===== src/rtl/vc_pop_arbiter.sv =====
// vc_pop_arbiter: drains two priority VC FIFOs (VC0 high, VC1 low) and routes each word to one of four destinations.
// Latency: 2 cycles from pop to push_dst; back-to-back pops sustain one push per cycle.
// Backpressure: any destination almost_full stops new pops the same cycle; up to 2 in-flight words still complete.
// Optional build macro ARB_COUNTERS_EN adds per-VC forwarded-word counters (cnt_vc0/cnt_vc1), otherwise tied to 0.

module vc_pop_arbiter #(
    parameter int DATA_SIZE  = 8,
    parameter int STARVE_MAX = 4
) (
    input  logic                 clk,
    input  logic                 reset,
    input  logic                 fifo_empty_vc0,
    input  logic                 almost_empty_vc0,
    input  logic [DATA_SIZE-1:0] data_vc0,
    output logic                 pop_vc0,
    input  logic                 fifo_empty_vc1,
    input  logic                 almost_empty_vc1,
    input  logic [DATA_SIZE-1:0] data_vc1,
    output logic                 pop_vc1,
    input  logic [3:0]           almost_full_dst,
    output logic [3:0]           push_dst,
    output logic [DATA_SIZE-1:0] data_out,
    output logic [1:0]           arb_state,
    output logic [7:0]           cnt_vc0,
    output logic [7:0]           cnt_vc1
);

    // Starvation counter only needs to reach STARVE_MAX.
    localparam int              SW         = $clog2(STARVE_MAX + 1);
    localparam logic [SW-1:0]   STARVE_LIM = SW'(STARVE_MAX);

    localparam logic [1:0] ST_IDLE  = 2'd0;
    localparam logic [1:0] ST_SERVE = 2'd1;
    localparam logic [1:0] ST_HOLD  = 2'd2;

    logic [1:0]           state_q, state_d;
    logic [SW-1:0]        starve_q, starve_d;

    // Pop history doubles as pipeline stage 1: a pop last cycle means the
    // FIFO's data_out_pop carries that word during this cycle.
    logic                 pop0_q, pop1_q;

    // Stage 2: registered push strobe and word.
    logic [3:0]           push_q;
    logic [DATA_SIZE-1:0] data_q;

    logic                 pause;
    logic                 elig0, elig1;
    logic                 serve_ok;
    logic                 force_vc1;
    logic                 gnt0, gnt1;
    logic                 s1_vld;
    logic                 inflight;
    logic [DATA_SIZE-1:0] sel_data;
    logic [1:0]           dst_sel;
    logic [3:0]           dst_oh;

    assign pause = |almost_full_dst;

    // A FIFO flagged almost-empty that was popped last cycle may be showing its
    // last word already consumed; its empty flag updates one cycle late.
    assign elig0 = !fifo_empty_vc0 && !(almost_empty_vc0 && pop0_q);
    assign elig1 = !fifo_empty_vc1 && !(almost_empty_vc1 && pop1_q);

    assign s1_vld   = pop0_q || pop1_q;
    assign inflight = s1_vld || (|push_q);

    assign sel_data = pop1_q ? data_vc1 : data_vc0;
    assign dst_sel  = sel_data[DATA_SIZE-1 -: 2];

    // Grant: VC0 wins unless VC1 has waited STARVE_MAX VC0 grants.
    always_comb begin
        serve_ok  = (state_q == ST_SERVE) && !pause;
        force_vc1 = (starve_q == STARVE_LIM) && elig1;
        gnt0      = serve_ok && elig0 && !force_vc1;
        gnt1      = serve_ok && elig1 && !gnt0;
    end

    assign pop_vc0 = gnt0;
    assign pop_vc1 = gnt1;

    // Starvation counter: counts VC0 grants taken while VC1 was waiting.
    always_comb begin
        starve_d = starve_q;
        if (gnt0 && elig1) begin
            if (starve_q != STARVE_LIM) begin
                starve_d = starve_q + SW'(1);
            end
        end else if (gnt1 || !elig1) begin
            starve_d = '0;
        end
    end

    // Next-state logic: HOLD always exits through SERVE.
    always_comb begin
        state_d = state_q;
        case (state_q)
            ST_IDLE: begin
                if (elig0 || elig1) begin
                    state_d = ST_SERVE;
                end
            end
            ST_SERVE: begin
                if (pause) begin
                    state_d = ST_HOLD;
                end else if (!elig0 && !elig1 && !inflight) begin
                    state_d = ST_IDLE;
                end
            end
            ST_HOLD: begin
                if (!pause) begin
                    state_d = ST_SERVE;
                end
            end
            default: state_d = ST_IDLE;
        endcase
    end

    // One-hot destination from the word's top two bits.
    always_comb begin
        dst_oh = 4'b0001 << dst_sel;
    end

    // Control registers: FSM state, starvation count and pop history.
    always_ff @(posedge clk or posedge reset) begin
        if (reset) begin
            state_q  <= ST_IDLE;
            starve_q <= '0;
            pop0_q   <= 1'b0;
            pop1_q   <= 1'b0;
        end else begin
            state_q  <= state_d;
            starve_q <= starve_d;
            pop0_q   <= gnt0;
            pop1_q   <= gnt1;
        end
    end

    // Output stage: capture the popped word and strobe its destination for one cycle.
    always_ff @(posedge clk or posedge reset) begin
        if (reset) begin
            push_q <= 4'b0000;
            data_q <= '0;
        end else begin
            push_q <= 4'b0000;
            if (s1_vld) begin
                push_q <= dst_oh;
                data_q <= sel_data;
            end
        end
    end

    assign push_dst  = push_q;
    assign data_out  = data_q;
    assign arb_state = state_q;

`ifdef ARB_COUNTERS_EN
    logic       s2_vc1_q;
    logic [7:0] cnt0_q, cnt1_q;

    // Remember which VC the word now on data_out came from.
    always_ff @(posedge clk or posedge reset) begin
        if (reset) begin
            s2_vc1_q <= 1'b0;
        end else if (s1_vld) begin
            s2_vc1_q <= pop1_q;
        end
    end

    // Per-VC forwarded-word counters, wrapping at 8 bits.
    always_ff @(posedge clk or posedge reset) begin
        if (reset) begin
            cnt0_q <= 8'd0;
            cnt1_q <= 8'd0;
        end else if (|push_q) begin
            if (s2_vc1_q) begin
                cnt1_q <= cnt1_q + 8'd1;
            end else begin
                cnt0_q <= cnt0_q + 8'd1;
            end
        end
    end

    assign cnt_vc0 = cnt0_q;
    assign cnt_vc1 = cnt1_q;
`else
    assign cnt_vc0 = 8'd0;
    assign cnt_vc1 = 8'd0;
`endif

endmodule


===== config.mk =====
export PLATFORM = sky130hd
export DESIGN_NAME = vc_pop_arbiter
export DESIGN_NICKNAME = d
export VERILOG_FILES = /design/src/rtl/vc_pop_arbiter.sv
export SDC_FILE = /design/constraint.sdc
export NUM_CORES = 1
export LEC_CHECK = 0
export ABC_AREA = 1
export BUFFER_PORTS_ARGS = -buffer_cell sky130_fd_sc_hd__buf_2
export CORE_MARGIN = 5
export CORE_UTILIZATION = 30
export CTS_BUF_LIST = sky130_fd_sc_hd__clkbuf_2 sky130_fd_sc_hd__clkbuf_4 sky130_fd_sc_hd__clkbuf_8
export DETAILED_ROUTE_END_ITERATION = 10
export PLACE_DENSITY = 0.64
export SKIP_CTS_REPAIR_TIMING = 1
export SYNTH_ARGS = -nofsm -noshare
export SYNTH_HDL_FRONTEND = slang
export SYNTH_SLANG_ARGS = --single-unit

===== constraint.sdc =====
create_clock -name clk -period 1.3 [get_ports clk]
set_input_delay 0 -clock clk [delete_from_list [all_inputs] [get_ports clk]]
set_output_delay 0 -clock clk [all_outputs]
set_load 0.02 [all_outputs]

[Word-level counts from Yosys, hierarchy flattened]
Cells that the tools add are included.
Operators by class
  add/subtract/negate cells: 1
  eq/ne operators: 8
  shifts and indexed selects: 1
  multiplexer cells: 10
  reductions and logical operators: 33
Operator list (count)
  logical AND 1 bit: 13
  logical NOT 1 bit: 10
  two-way mux 3 bit: 3
  two-way mux 2 bit: 4
  two-way mux 8 bit: 1
  OR reduction 4 bit: 2
  one-hot mux 2 bit (3 select lines): 1
  logical OR 1 bit: 4
  two-way mux 4 bit: 1
  != test 2 bit, second input constant: 2
  left shift 1 x 2 -> 4 bit, first input constant: 1
  adder 3 x 1 -> 3 bit, second input constant: 1
  == test 3 bit, second input constant: 1
  != test 3 x 2 -> 1 bit, second input constant: 1
  != test 3 bit, second input constant: 1
  AND reduction 3 bit: 1
  == test 2 x 1 -> 1 bit, second input constant: 1
  == test 2 bit, second input constant: 1
  logical NOT 2 bit: 1
  != test 2 x 1 -> 1 bit, second input constant: 1
  AND reduction 2 bit: 1
  nonzero test 2 bit: 1
Word-level totals
  bits in registers: 19
  input bits: 26
  output and inout port bits: 32
  word-level logic and storage cells: 59

[Longest topological paths before layout]
  depth after elaboration: 11
  gate-level depth with buffers: 7
  mapped depth without buffers: 6

[Worst setup path after synthesis]
OpenSTA, ideal clock, no wires.
  kind: flip-flop to flip-flop
  start point: register state_q[0], in the netlist arb_state[0]
  end point: register pop0_q
  setup time: 0.106 ns
  arrival: 1.106 ns
  required time: 1.194 ns
  setup slack: 0.088 ns
  stages on the path, launching flop included: 6
  path buffers: 0
  clock period less this slack: 1.212 ns
  cells stage by stage: dfrtp_1 -> inv_2 -> nor2_4 -> nand3_4 -> nor2_4 -> o21a_1
On the way
  word-level cells in the longest chain between the ends: 4
Ends and longest elaborated chain
  start, declared: line 36  | logic [1:0] state_q, state_d;
  start signal, assigned: line 132  | state_q <= state_d;
  == test 2 x 1 -> 1 bit: line 73  | serve_ok = (state_q == ST_SERVE) && !pause;
  logical AND 1 bit: line 73
  logical AND 1 bit (2 in a row): line 75  | gnt0 = serve_ok && elig0 && !force_vc1;
  named net pop_vc0: line 15  | output logic pop_vc0,
  end signal, assigned: line 134  | pop0_q <= gnt0;
  end, declared: line 41  | logic pop0_q, pop1_q;
The timed path passes the listed nets, and every way through them passes these cells.
A chain may end at the register's enable or synchronous reset.

[Final worst setup path]
  start point: register state_q[0], in the netlist arb_state[0]
  end point: output port pop_vc0
On the way
  word-level cells in the longest chain between the ends: 4
Ends and longest elaborated chain (line)
  == test 2 x 1 -> 1 bit: 73
  logical AND 1 bit: 73
  logical AND 1 bit (2 in a row): 75
  end, declared: 15
Every way passes these cells.

==> metrics.csv <==
metric,value,unit
synth_warnings,0,
setup_viol,2,
period_needed,1440,ps
cts_root_buffer,clkbuf_4,
cts_max_level,1,
p_leak,0.000860,µW
crit_start,arb_state[0]$_DFFE_PP0P_,
grt_pass1_wl,3.80,mm
grtUsageTotal,0.0953,
critPathTopFamily,flip-flops,
antenna_found_initial,0,
reg2reg_from,starve_q[0]$_DFFE_PP0P_,
regArea,475,µm²
cpMaxStageDelayCell,dfrtp_1,
nets,230,
synth_xor_area_frac,0.00818,
arrival,1440,ps
status,finished with violations,
io_pins,58,
critPathKind,flip-flop to output port,
synth_fa_ha_area_frac,0.0234,
synth_edf_count,0,
yosysMostFrequentCell,nand2_1,
avgRoutedWirePerCell,10.9,µm
rsz0062_at_grt,yes,
die_w,69.8,µm
path_cells,"inv_2, nor2_4, nand3_4, nor2_4, o21a_1, buf_6",
clk_path_buf_depth,2,
r2r_cells,7,
multi_input_area,472,µm²
vias,1010,
nFillCells,336,
crit_required,1300,ps
clock.fmax,693,MHz
synth_top_family_by_area,simple AND/OR/NAND/NOR gates,
synth_top_cell_by_area,dfrtp_1,
syn_area,0.00107,mm²
finalWorstSetupSlack,-144,ps
hold_ws,-11.4,ps
ys_seq_area_frac,0.444,
numCtsBuffers,3,
start_util,0.316,
route.detailed.drc,0,
io_buffers,41,
vdd_ir_drop_max,0.688,mV
end_kind,output port,
place_congestion,0.783,
holdPathStages,4,
synthArstFlopShare,1.00,
startpoint_type,flip-flop,
rr_endpoint,pop1_q$_DFF_PP0_,
path_buf_inv,2,
area_growth,45.0,%
vias_per_cell,4.09,
synth_cells,131,
routed_wl,2.68,mm
die_area,0.00487,mm²
synth_cell_type_count,22,
power_density,1280,mW/mm²
avgSynthCellArea,8.18,µm²
synthTopCellsByArea,"dfrtp_1 (44%), nand2_1 (14%), buf_4 (12%), nand3_1 (5.1%), inv_1 (3.2%)",
hold_start,data_vc0[7],
synth_top_area_frac,0.444,
clk_pin_slew_worst_paths,110,ps
clkSinkCount,19,
hpwl,1.88,mm
rows,21,
fin_crit_sh,1.11,
timing.max_cap.violations,0,
clk_latency,300,ps
ys.flop_type,dfrtp_1,
synth_commonest_cells,"nand2_1 (41), dfrtp_1 (19), buf_4 (17), nand3_1 (11), inv_1 (9)",
diodes,0,
dr.pass1.iters,4,
cts_tree,built,
slew_viol_final,0,
synthSimpleGateAreaFrac,0.320,
holdPathEnd,push_dst[0]$_DFF_PP0_,
worst_path_largest_cell_delay,410,ps
drt_iter0_drc,36,
drive_gt1_frac,0.363,
finClkSkew,6.42,ps
synth-seq-cells,19,
coreArea,0.00339,mm²
grt_pass1_vias,861,
r2r_slack,80,ps
die_y,69.8,µm
hold_viol,1,
tns,-274,ps
violations,"hold timing, setup timing",
muxShareOfSynthArea,0,
cp_common_cell,nor2_4,
hp-class,primary input to flip-flop,
grt_overflow_total,0,
cp_max_fo,4,
synth_compound_area_frac,0.0280,
ant_nets,0,
grt_max_degree,20,
## cells in the final DEF, fill, tap and decap left out
cell type and count:
buf_2 39, buf_4 13, buf_6 2, clkbuf_4 4, clkinv_1 1, conb_1 16
dfrtp_1 19, dlygate4sd3_1 15, ha_1 1, ha_2 1, inv_1 9, inv_2 4
nand2_1 40, nand2_2 3, nand3_1 11, nand3_4 1, nand4_1 3, nor2_1 6
nor2_2 2, nor2_4 3, nor3_2 1, o211ai_1 1, o21a_1 1, o21ai_1 3
or2_1 1, xor2_1 1
## per-layer routing
| layer | vias up | track usage | routed length (µm) |
|---|---|---|---|
| met5 | - | 0 | 0 |
| met4 | 0 | 0.0191 | 10 |
| met3 | 2 | 0.0377 | 144 |
| met2 | 29 | 0.173 | 1460 |
| met1 | 465 | 0.105 | 1070 |
| li1 | 514 | - | - |
## worst max-delay path by stage
stage / end / slack, ps / cells after the start
finish: pop_vc0 / -140 / 6
global route: pop_vc0 / -270 / 6
CTS: pop_vc1 / -220 / 7
detailed placement: pop_vc1 / 120 / 7
global placement: pop_vc1 / 160 / 7
floorplan: pop0_q$_DFF_PP0_ / 90 / 5
## layout make-up
cell class | instances | share of cell area
Sequential cell | 19 | 0.306
Multi-Input combinational cell | 95 | 0.304
Timing Repair Buffer | 69 | 0.300
Tap cell | 46 | 0.0371
Inverter | 14 | 0.0338
Clock buffer | 4 | 0.0193
## through the flow
| stage | power (µW) | instance area, µm² | instances | setup slack (ps) | util |
|---|---|---|---|---|---|
| after global placement | 1590 | 1290 | 219 | 157 | 0.380 |
| after global routing | 2130 | 1550 | 247 | -270 | 0.458 |
| after CTS | 1930 | 1320 | 223 | -218 | 0.389 |
| after floorplan | 1370 | 1130 | 146 | 87.6 | - |
| after detailed placement | 1600 | 1290 | 219 | 125 | 0.380 |
| final | 1990 | 1550 | 247 | -144 | 0.458 |
## flip-flops by register name, indices dropped and copies added (netlist names)
register   flops
data_out       8
pop0_q         1
arb_state      2
push_dst       4
pop1_q         1
starve_q       3
## power by group
part | internal [µW] | switching (µW)
Sequential | 745 | 99.5
Clock | 140 | 183
Combinational | 327 | 491
## cell families after synthesis
group,count (synthesis)
and+or+nand+nor,71
other,1
AOI/OAI and AO/OA,5
buffers and inverters,32
DFF,19
xor gates and xnor gates,1
adders and majority gates,2
## tightest hold or removal path, stage by stage
cell,delay [ps]
buf_2,70
nand2_1,60
nand2_2,90
nor3_2,40
No activity file was read; power rests on OpenSTA's default activity.
